<file path="src/rtl/dma_bus_arbiter_if.sv">
// Handshake bundle between the SCSI DMA bus arbiter and the rest of the DMA block:
// FIFO status, raw 68030 bus lines, CPU_SM cycle handshake and the arbiter's pin requests.
interface dma_bus_arbiter_if;
  logic DMAENA;
  logic DMADIR;
  logic FIFOFULL;
  logic FIFOEMPTY;
  logic FLUSHFIFO;
  logic aBGRANT_;
  logic AS_;
  logic BGACK_I_;
  logic BERR_;
  logic CYCDONE;
  logic BREQ;
  logic OWN;
  logic CYCGO;
  logic BERRFLAG;

  modport slave (
    input  DMAENA, DMADIR, FIFOFULL, FIFOEMPTY, FLUSHFIFO,
    input  aBGRANT_, AS_, BGACK_I_, BERR_, CYCDONE,
    output BREQ, OWN, CYCGO, BERRFLAG
  );

  modport master (
    output DMAENA, DMADIR, FIFOFULL, FIFOEMPTY, FLUSHFIFO,
    output aBGRANT_, AS_, BGACK_I_, BERR_, CYCDONE,
    input  BREQ, OWN, CYCGO, BERRFLAG
  );
endinterface

</file>
<file path="src/rtl/dma_bus_arbiter.sv">
// 68030 bus-mastership sequencer for the SCSI DMA engine: runs the BR/BG/BGACK handshake,
// hands out bus cycles to CPU_SM and gives the bus back at a clean cycle boundary.
module dma_bus_arbiter #(
  parameter int MAX_BURST = 8,
  parameter int HOLDOFF   = 4
) (
  input  logic             CLK,
  input  logic             RESET_,
  dma_bus_arbiter_if.slave bus
);

  typedef enum logic [2:0] {IDLE, REQ, OWNED, DRAIN, HOLD} state_t;

  localparam logic [7:0] BURST_MAX  = 8'(MAX_BURST);
  localparam logic [7:0] BURST_LAST = 8'(MAX_BURST - 1);
  localparam logic [3:0] HOLD_LAST  = 4'(HOLDOFF - 1);

  state_t     state;
  state_t     next_state;
  logic [1:0] bg_sync;
  logic [1:0] as_sync;
  logic [1:0] bgk_sync;
  logic [1:0] berr_sync;
  logic [7:0] burst_cnt;
  logic [3:0] hold_cnt;
  logic       in_flight;
  logic       berr_flag;
  logic       bg;
  logic       as;
  logic       bgk;
  logic       berr;
  logic       need;
  logic       count_hit;
  logic       done;
  logic       grant_ok;
  logic       breq;
  logic       own;
  logic       cycgo;

  // Raw bus lines are active low; synchronisers reset to the negated level.
  always_ff @(posedge CLK or negedge RESET_) begin
    if (!RESET_) begin
      bg_sync   <= 2'b11;
      as_sync   <= 2'b11;
      bgk_sync  <= 2'b11;
      berr_sync <= 2'b11;
    end else begin
      bg_sync   <= {bg_sync[0],   bus.aBGRANT_};
      as_sync   <= {as_sync[0],   bus.AS_};
      bgk_sync  <= {bgk_sync[0],  bus.BGACK_I_};
      berr_sync <= {berr_sync[0], bus.BERR_};
    end
  end

  assign bg   = ~bg_sync[1];
  assign as   = ~as_sync[1];
  assign bgk  = ~bgk_sync[1];
  assign berr = ~berr_sync[1];

  assign need = bus.DMAENA & ~berr_flag &
                ((bus.DMADIR & bus.FIFOEMPTY) |
                 (~bus.DMADIR & (bus.FIFOFULL | (bus.FLUSHFIFO & ~bus.FIFOEMPTY))));

  // Count the terminating cycle early so the last burst cycle releases on its own CYCDONE.
  assign count_hit = (burst_cnt == BURST_MAX) | (bus.CYCDONE & (burst_cnt == BURST_LAST));

  assign done = ~bus.DMAENA | berr | count_hit |
                (bus.DMADIR & bus.FIFOFULL) | (~bus.DMADIR & bus.FIFOEMPTY);

  assign grant_ok = bg & ~as & ~bgk;

  always_ff @(posedge CLK or negedge RESET_) begin
    if (!RESET_) state <= IDLE;
    else         state <= next_state;
  end

  always_comb begin
    next_state = state;
    case (state)
      IDLE:  if (need) next_state = REQ;
      REQ: begin
        if (!need)         next_state = IDLE;
        else if (grant_ok) next_state = OWNED;
      end
      OWNED: if (done) next_state = bus.CYCDONE ? HOLD : DRAIN;
      DRAIN: if (!in_flight || bus.CYCDONE) next_state = HOLD;
      HOLD:  if (hold_cnt == HOLD_LAST) next_state = IDLE;
      default: next_state = IDLE;
    endcase
  end

  always_comb begin
    breq  = 1'b0;
    own   = 1'b0;
    cycgo = 1'b0;
    case (state)
      REQ:   breq = 1'b1;
      OWNED: begin
        own   = 1'b1;
        cycgo = 1'b1;
      end
      DRAIN: own = 1'b1;
      default: ;
    endcase
  end

  // A cycle is outstanding from the first clock CPU_SM sees CYCGO until its CYCDONE.
  always_ff @(posedge CLK or negedge RESET_) begin
    if (!RESET_) begin
      in_flight <= 1'b0;
      burst_cnt <= '0;
      hold_cnt  <= '0;
      berr_flag <= 1'b0;
    end else begin
      if (!own || bus.CYCDONE) in_flight <= 1'b0;
      else if (cycgo)          in_flight <= 1'b1;

      if (!own || next_state == HOLD)
        burst_cnt <= '0;
      else if (bus.CYCDONE && burst_cnt != BURST_MAX)
        burst_cnt <= burst_cnt + 8'd1;

      if (state == HOLD && next_state == HOLD) hold_cnt <= hold_cnt + 4'd1;
      else                                     hold_cnt <= '0;

      if (!bus.DMAENA)     berr_flag <= 1'b0;
      else if (berr && own) berr_flag <= 1'b1;
    end
  end

  assign bus.BREQ     = breq;
  assign bus.OWN      = own;
  assign bus.CYCGO    = cycgo;
  assign bus.BERRFLAG = berr_flag;

endmodule

</file>
<file path="src/flat_wrapper.sv">
// flat-port wrapper written by rule: the top's interface ports become plain ports
module dma_bus_arbiter_flat 
#(
  parameter int MAX_BURST = 8,
  parameter int HOLDOFF   = 4
)
  (CLK, RESET_, bus_DMAENA, bus_DMADIR, bus_FIFOFULL, bus_FIFOEMPTY, bus_FLUSHFIFO, bus_aBGRANT_, bus_AS_, bus_BGACK_I_, bus_BERR_, bus_CYCDONE, bus_BREQ, bus_OWN, bus_CYCGO, bus_BERRFLAG);
  dma_bus_arbiter_if bus_i ();
  input  logic CLK;
  input  logic RESET_;
  input wire logic [$bits(bus_i.DMAENA)-1:0] bus_DMAENA;
  input wire logic [$bits(bus_i.DMADIR)-1:0] bus_DMADIR;
  input wire logic [$bits(bus_i.FIFOFULL)-1:0] bus_FIFOFULL;
  input wire logic [$bits(bus_i.FIFOEMPTY)-1:0] bus_FIFOEMPTY;
  input wire logic [$bits(bus_i.FLUSHFIFO)-1:0] bus_FLUSHFIFO;
  input wire logic [$bits(bus_i.aBGRANT_)-1:0] bus_aBGRANT_;
  input wire logic [$bits(bus_i.AS_)-1:0] bus_AS_;
  input wire logic [$bits(bus_i.BGACK_I_)-1:0] bus_BGACK_I_;
  input wire logic [$bits(bus_i.BERR_)-1:0] bus_BERR_;
  input wire logic [$bits(bus_i.CYCDONE)-1:0] bus_CYCDONE;
  output wire logic [$bits(bus_i.BREQ)-1:0] bus_BREQ;
  output wire logic [$bits(bus_i.OWN)-1:0] bus_OWN;
  output wire logic [$bits(bus_i.CYCGO)-1:0] bus_CYCGO;
  output wire logic [$bits(bus_i.BERRFLAG)-1:0] bus_BERRFLAG;
  assign bus_i.DMAENA = bus_DMAENA;
  assign bus_i.DMADIR = bus_DMADIR;
  assign bus_i.FIFOFULL = bus_FIFOFULL;
  assign bus_i.FIFOEMPTY = bus_FIFOEMPTY;
  assign bus_i.FLUSHFIFO = bus_FLUSHFIFO;
  assign bus_i.aBGRANT_ = bus_aBGRANT_;
  assign bus_i.AS_ = bus_AS_;
  assign bus_i.BGACK_I_ = bus_BGACK_I_;
  assign bus_i.BERR_ = bus_BERR_;
  assign bus_i.CYCDONE = bus_CYCDONE;
  assign bus_BREQ = bus_i.BREQ;
  assign bus_OWN = bus_i.OWN;
  assign bus_CYCGO = bus_i.CYCGO;
  assign bus_BERRFLAG = bus_i.BERRFLAG;
  dma_bus_arbiter #(.MAX_BURST(MAX_BURST), .HOLDOFF(HOLDOFF)) u_core (.CLK(CLK), .RESET_(RESET_), .bus(bus_i));
endmodule
</file>
<file path="config.mk">
export PLATFORM = sky130hd
export DESIGN_NAME = dma_bus_arbiter_flat
export DESIGN_NICKNAME = d
export VERILOG_FILES = /design/src/rtl/dma_bus_arbiter_if.sv /design/src/rtl/dma_bus_arbiter.sv /design/src/flat_wrapper.sv
export SDC_FILE = /design/constraint.sdc
export NUM_CORES = 1
export LEC_CHECK = 0
export BUFFER_PORTS_ARGS = -buffer_cell sky130_fd_sc_hd__buf_2
export CAP_MARGIN = 20
export CORE_MARGIN = 2
export CORE_UTILIZATION = 46
export CTS_CLUSTER_DIAMETER = 120
export DETAILED_ROUTE_END_ITERATION = 6
export PLACE_DENSITY = 0.65
export SYNTH_ARGS = -nofsm -noshare
export SYNTH_HDL_FRONTEND = slang
export SYNTH_SLANG_ARGS = --single-unit
</file>
<file path="constraint.sdc">
create_clock -name CLK -period 2.85 [get_ports CLK]
set_input_delay 0.57 -clock CLK [delete_from_list [all_inputs] [get_ports CLK]]
set_output_delay 0.57 -clock CLK [all_outputs]
set_load 0.01 [all_outputs]
</file>
==> results.toml <==
[outcome]
status = "completed"

[place]
dp_hpwl_um = 1487
pre_cts_slack_ps = 1217
gp_congestion = 0.8153
placement.io_buffers = 15

[detailed_routing]
drc = 0
wire_per_inst_um = 12.72
ant_nets = 0
drtPass1Iterations = 6
via_count = 804
drt_iter0_drc = 9
via_per_inst = 5.325
drt_wl_total_um = 1921

[synth]
synthAdderAreaFrac = 0.03195
synthesis.area_mm2 = 0.001175
yosys.area_share.simple = 0.2535
syn_nets = 118
synthFlopType = "dfrtp_1"
synth_cell_types = 34
synth.area.mux_share = 0.01704
yosys_warnings = 0
synth_top_family_by_area = "simple AND/OR/NAND/NOR gates"
synth_compound_area_frac = 0.07987
synth_edf_count = 0
ys_seq_area_frac = 0.5410
synth_xor_area_frac = 0.05964
ys_ff_latch = 25
syn_avg_cell_area_um2 = 11.41
synth-async-reset-ratio = 1.000
synthCells = 103

[layout]
antenna_cells = 0
seqCellArea_um2 = 635.6
multi_input_area_um2 = 519.2
layout.nets = 137
drive_gt1_frac = 0.2810
fillerInstances = 220
syn2layout_area_growth_pct = 11.71

[grt]
grt_use_met1 = 0.1937
antenna_found_initial = 0
grt_pass1_vias = 791
globalRouteTotalUtil = 0.1541
grt_util_met2 = 0.2751
grt_max_degree = 26
grt_pass1_wl_um = 3312
gr-max-usage-layer = "met2"
grt_remaining_overflow = 0
met3_usage = 0.03279

[floorplan]
coreArea_mm2 = 0.002455
die_h_um = 54.54
initial_core_util = 0.4786
pin_count = 16
die_w_um = 54.54
rows = 18
dieArea_mm2 = 0.002974

[timing]
hold_viol = 0
finalMaxSlewViolations = 0
clock_skew_ps = 6.243
tns_ps = 0
fin_crit_ps = 1889
fin_crit_sh = 0.6630
fmax_mhz = 529.3
worst_pin_slew_ps = 523.5
rsz0062_at_grt = "false"
fin_ws_ps = 960.6
slew_headroom = 0.6510
hold-worst-slack_ps = 206.8
final-setup-viol-count = 0

[power]
power.density_mw_per_mm2 = 439.6
p_leak_nw = 0.5671
ir_worst_vdd_mv = 0.3675

[job]
drv_cap = 0

[critical_path]
arrival_ps = 1320
critPathCaptureType = "primary output"
required_ps = 2280
crit_chain = "nor3b_2 -> buf_2"
setup.worst_path.class = "flip-flop to primary output"
worst-path-stages = 2
path_delay_family = "flip-flops"
slowest_stage = "dfrtp_1"
worstSetupStartpointType = "flip-flop"
cp_max_fo = 8
worst-path-buf-inv = 1
reg2reg_depth = 6
slowest_delay_ps = 490

[clock_tree]
post_cts_buffers = 0
clock_latency_ps = 310
cts_buffers = 3
cts.clk_slew.worst_paths_ps = 140
clock-sinks = 25
clock_path_buffers = 2
cts_tree = "done"
cts-root-buf = "clkbuf_4"
cts_resized = 0
hold_buffers = 0
h-tree-depth = 1

[min_path]
hold_path.class = "primary input to async pin"
cell usage after synthesis, drive strengths merged (3+ instances only):
cell    count  area share
inv         4       0.013
dfstp       8        0.18
ha          3       0.032
dfrtp      17        0.36
o211ai      3       0.019
nand2       7       0.022
nand3       3       0.013
nor2b       4       0.021
xor2        4       0.030
nand4       5       0.027
nor3        9       0.043
xnor2       4       0.030
nor2        8       0.026
flip-flops by register name (all words and copies together), names as in the netlist:
register             cells
u_core.hold_cnt          4
u_core.bgk_sync          2
u_core.burst_cnt         8
u_core.bus.BERRFLAG      1
u_core.berr_sync         2
u_core.as_sync           2
u_core.state             3
u_core.bg_sync           2
u_core.in_flight         1
placed cells by master (no fill, tap or decap), types with 2 or more instances in the layout:
| cell type | instances |
|---|---|
| dfrtp_1 | 17 |
| buf_2 | 15 |
| nor2_1 | 8 |
| nor3_1 | 8 |
| dfstp_2 | 8 |
| nand2_1 | 7 |
| nand4_1 | 5 |
| inv_1 | 4 |
| nor2b_1 | 4 |
| xnor2_1 | 4 |
| xor2_1 | 4 |
| o211ai_1 | 3 |
| nand3_1 | 3 |
| ha_1 | 3 |
| clkbuf_4 | 3 |
| nand2b_1 | 2 |
| mux2i_1 | 2 |
| and3_1 | 2 |
| and4b_1 | 2 |
final cells by class:
class	count	area share
Clock inverter	1	0.005720
Clock buffer	3	0.01716
Tap cell	30	0.02860
Timing Repair Buffer	15	0.05720
Multi-Input combinational cell	73	0.3956
Sequential cell	25	0.4843
Inverter	4	0.01144
layer usage:
layer / routed length [um] / up-vias
met4: 0 / 0
met2: 980 / 9
met1: 889 / 391
met5: 0 / -
li1: - / 404
met3: 51 / 0
power by group:
| group | leakage [nW] | switching [mW] | internal [mW] |
|---|---|---|---|
| Combinational | 0.233 | 0.0237 | 0.0174 |
| Sequential | 0.320 | 0.00826 | 0.369 |
| Clock | 0.0139 | 0.105 | 0.0534 |
metrics by stage:
step	power, mW	std cells	area, um^2	utilization
after floorplan	0.4029	103	1175	-
after global placement	0.4247	147	1282	0.5224
after detailed placement	0.4259	147	1282	0.5224
after CTS	0.5839	151	1313	0.5347
after global routing	0.6091	151	1313	0.5347
final	0.5770	151	1313	0.5347
worst reg2reg max path, stage by stage, from the launching register on:
cell	delay (ps)
dfrtp_1	440
inv_1	60
ha_1	180
and3b_1	220
a21oi_2	270
mux2i_1	230
nor3_1	60
path summary, 6_finish.rpt:
check | startpoint | end | slack [ps]
max | u_core.state[0]$_DFF_PN0_ | bus_CYCGO | 960
min reg2reg | u_core.bgk_sync[0]$_DFF_PN1_ | u_core.bgk_sync[1]$_DFF_PN1_ | 370
max in group asynchronous | RESET_ | u_core.bg_sync[1]$_DFF_PN1_ | 2270
min | RESET_ | u_core.burst_cnt[2]$_DFFE_PN0P_ | 210
max reg2reg | u_core.burst_cnt[0]$_DFFE_PN0P_ | u_core.burst_cnt[1]$_DFFE_PN0P_ | 1270
min in group CLK | bus_BERR_ | u_core.berr_sync[0]$_DFF_PN1_ | 340
cell families after synthesis:
kind of cell               Yosys count
adders and majority gates            3
xor gates and xnor gates             8
and+or+nand+nor                     49
AOI/OAI and AO/OA                   11
buffers and inverters                5
DFF                                 25
muxes                                2
No activity file was read; power rests on OpenSTA's default activity.
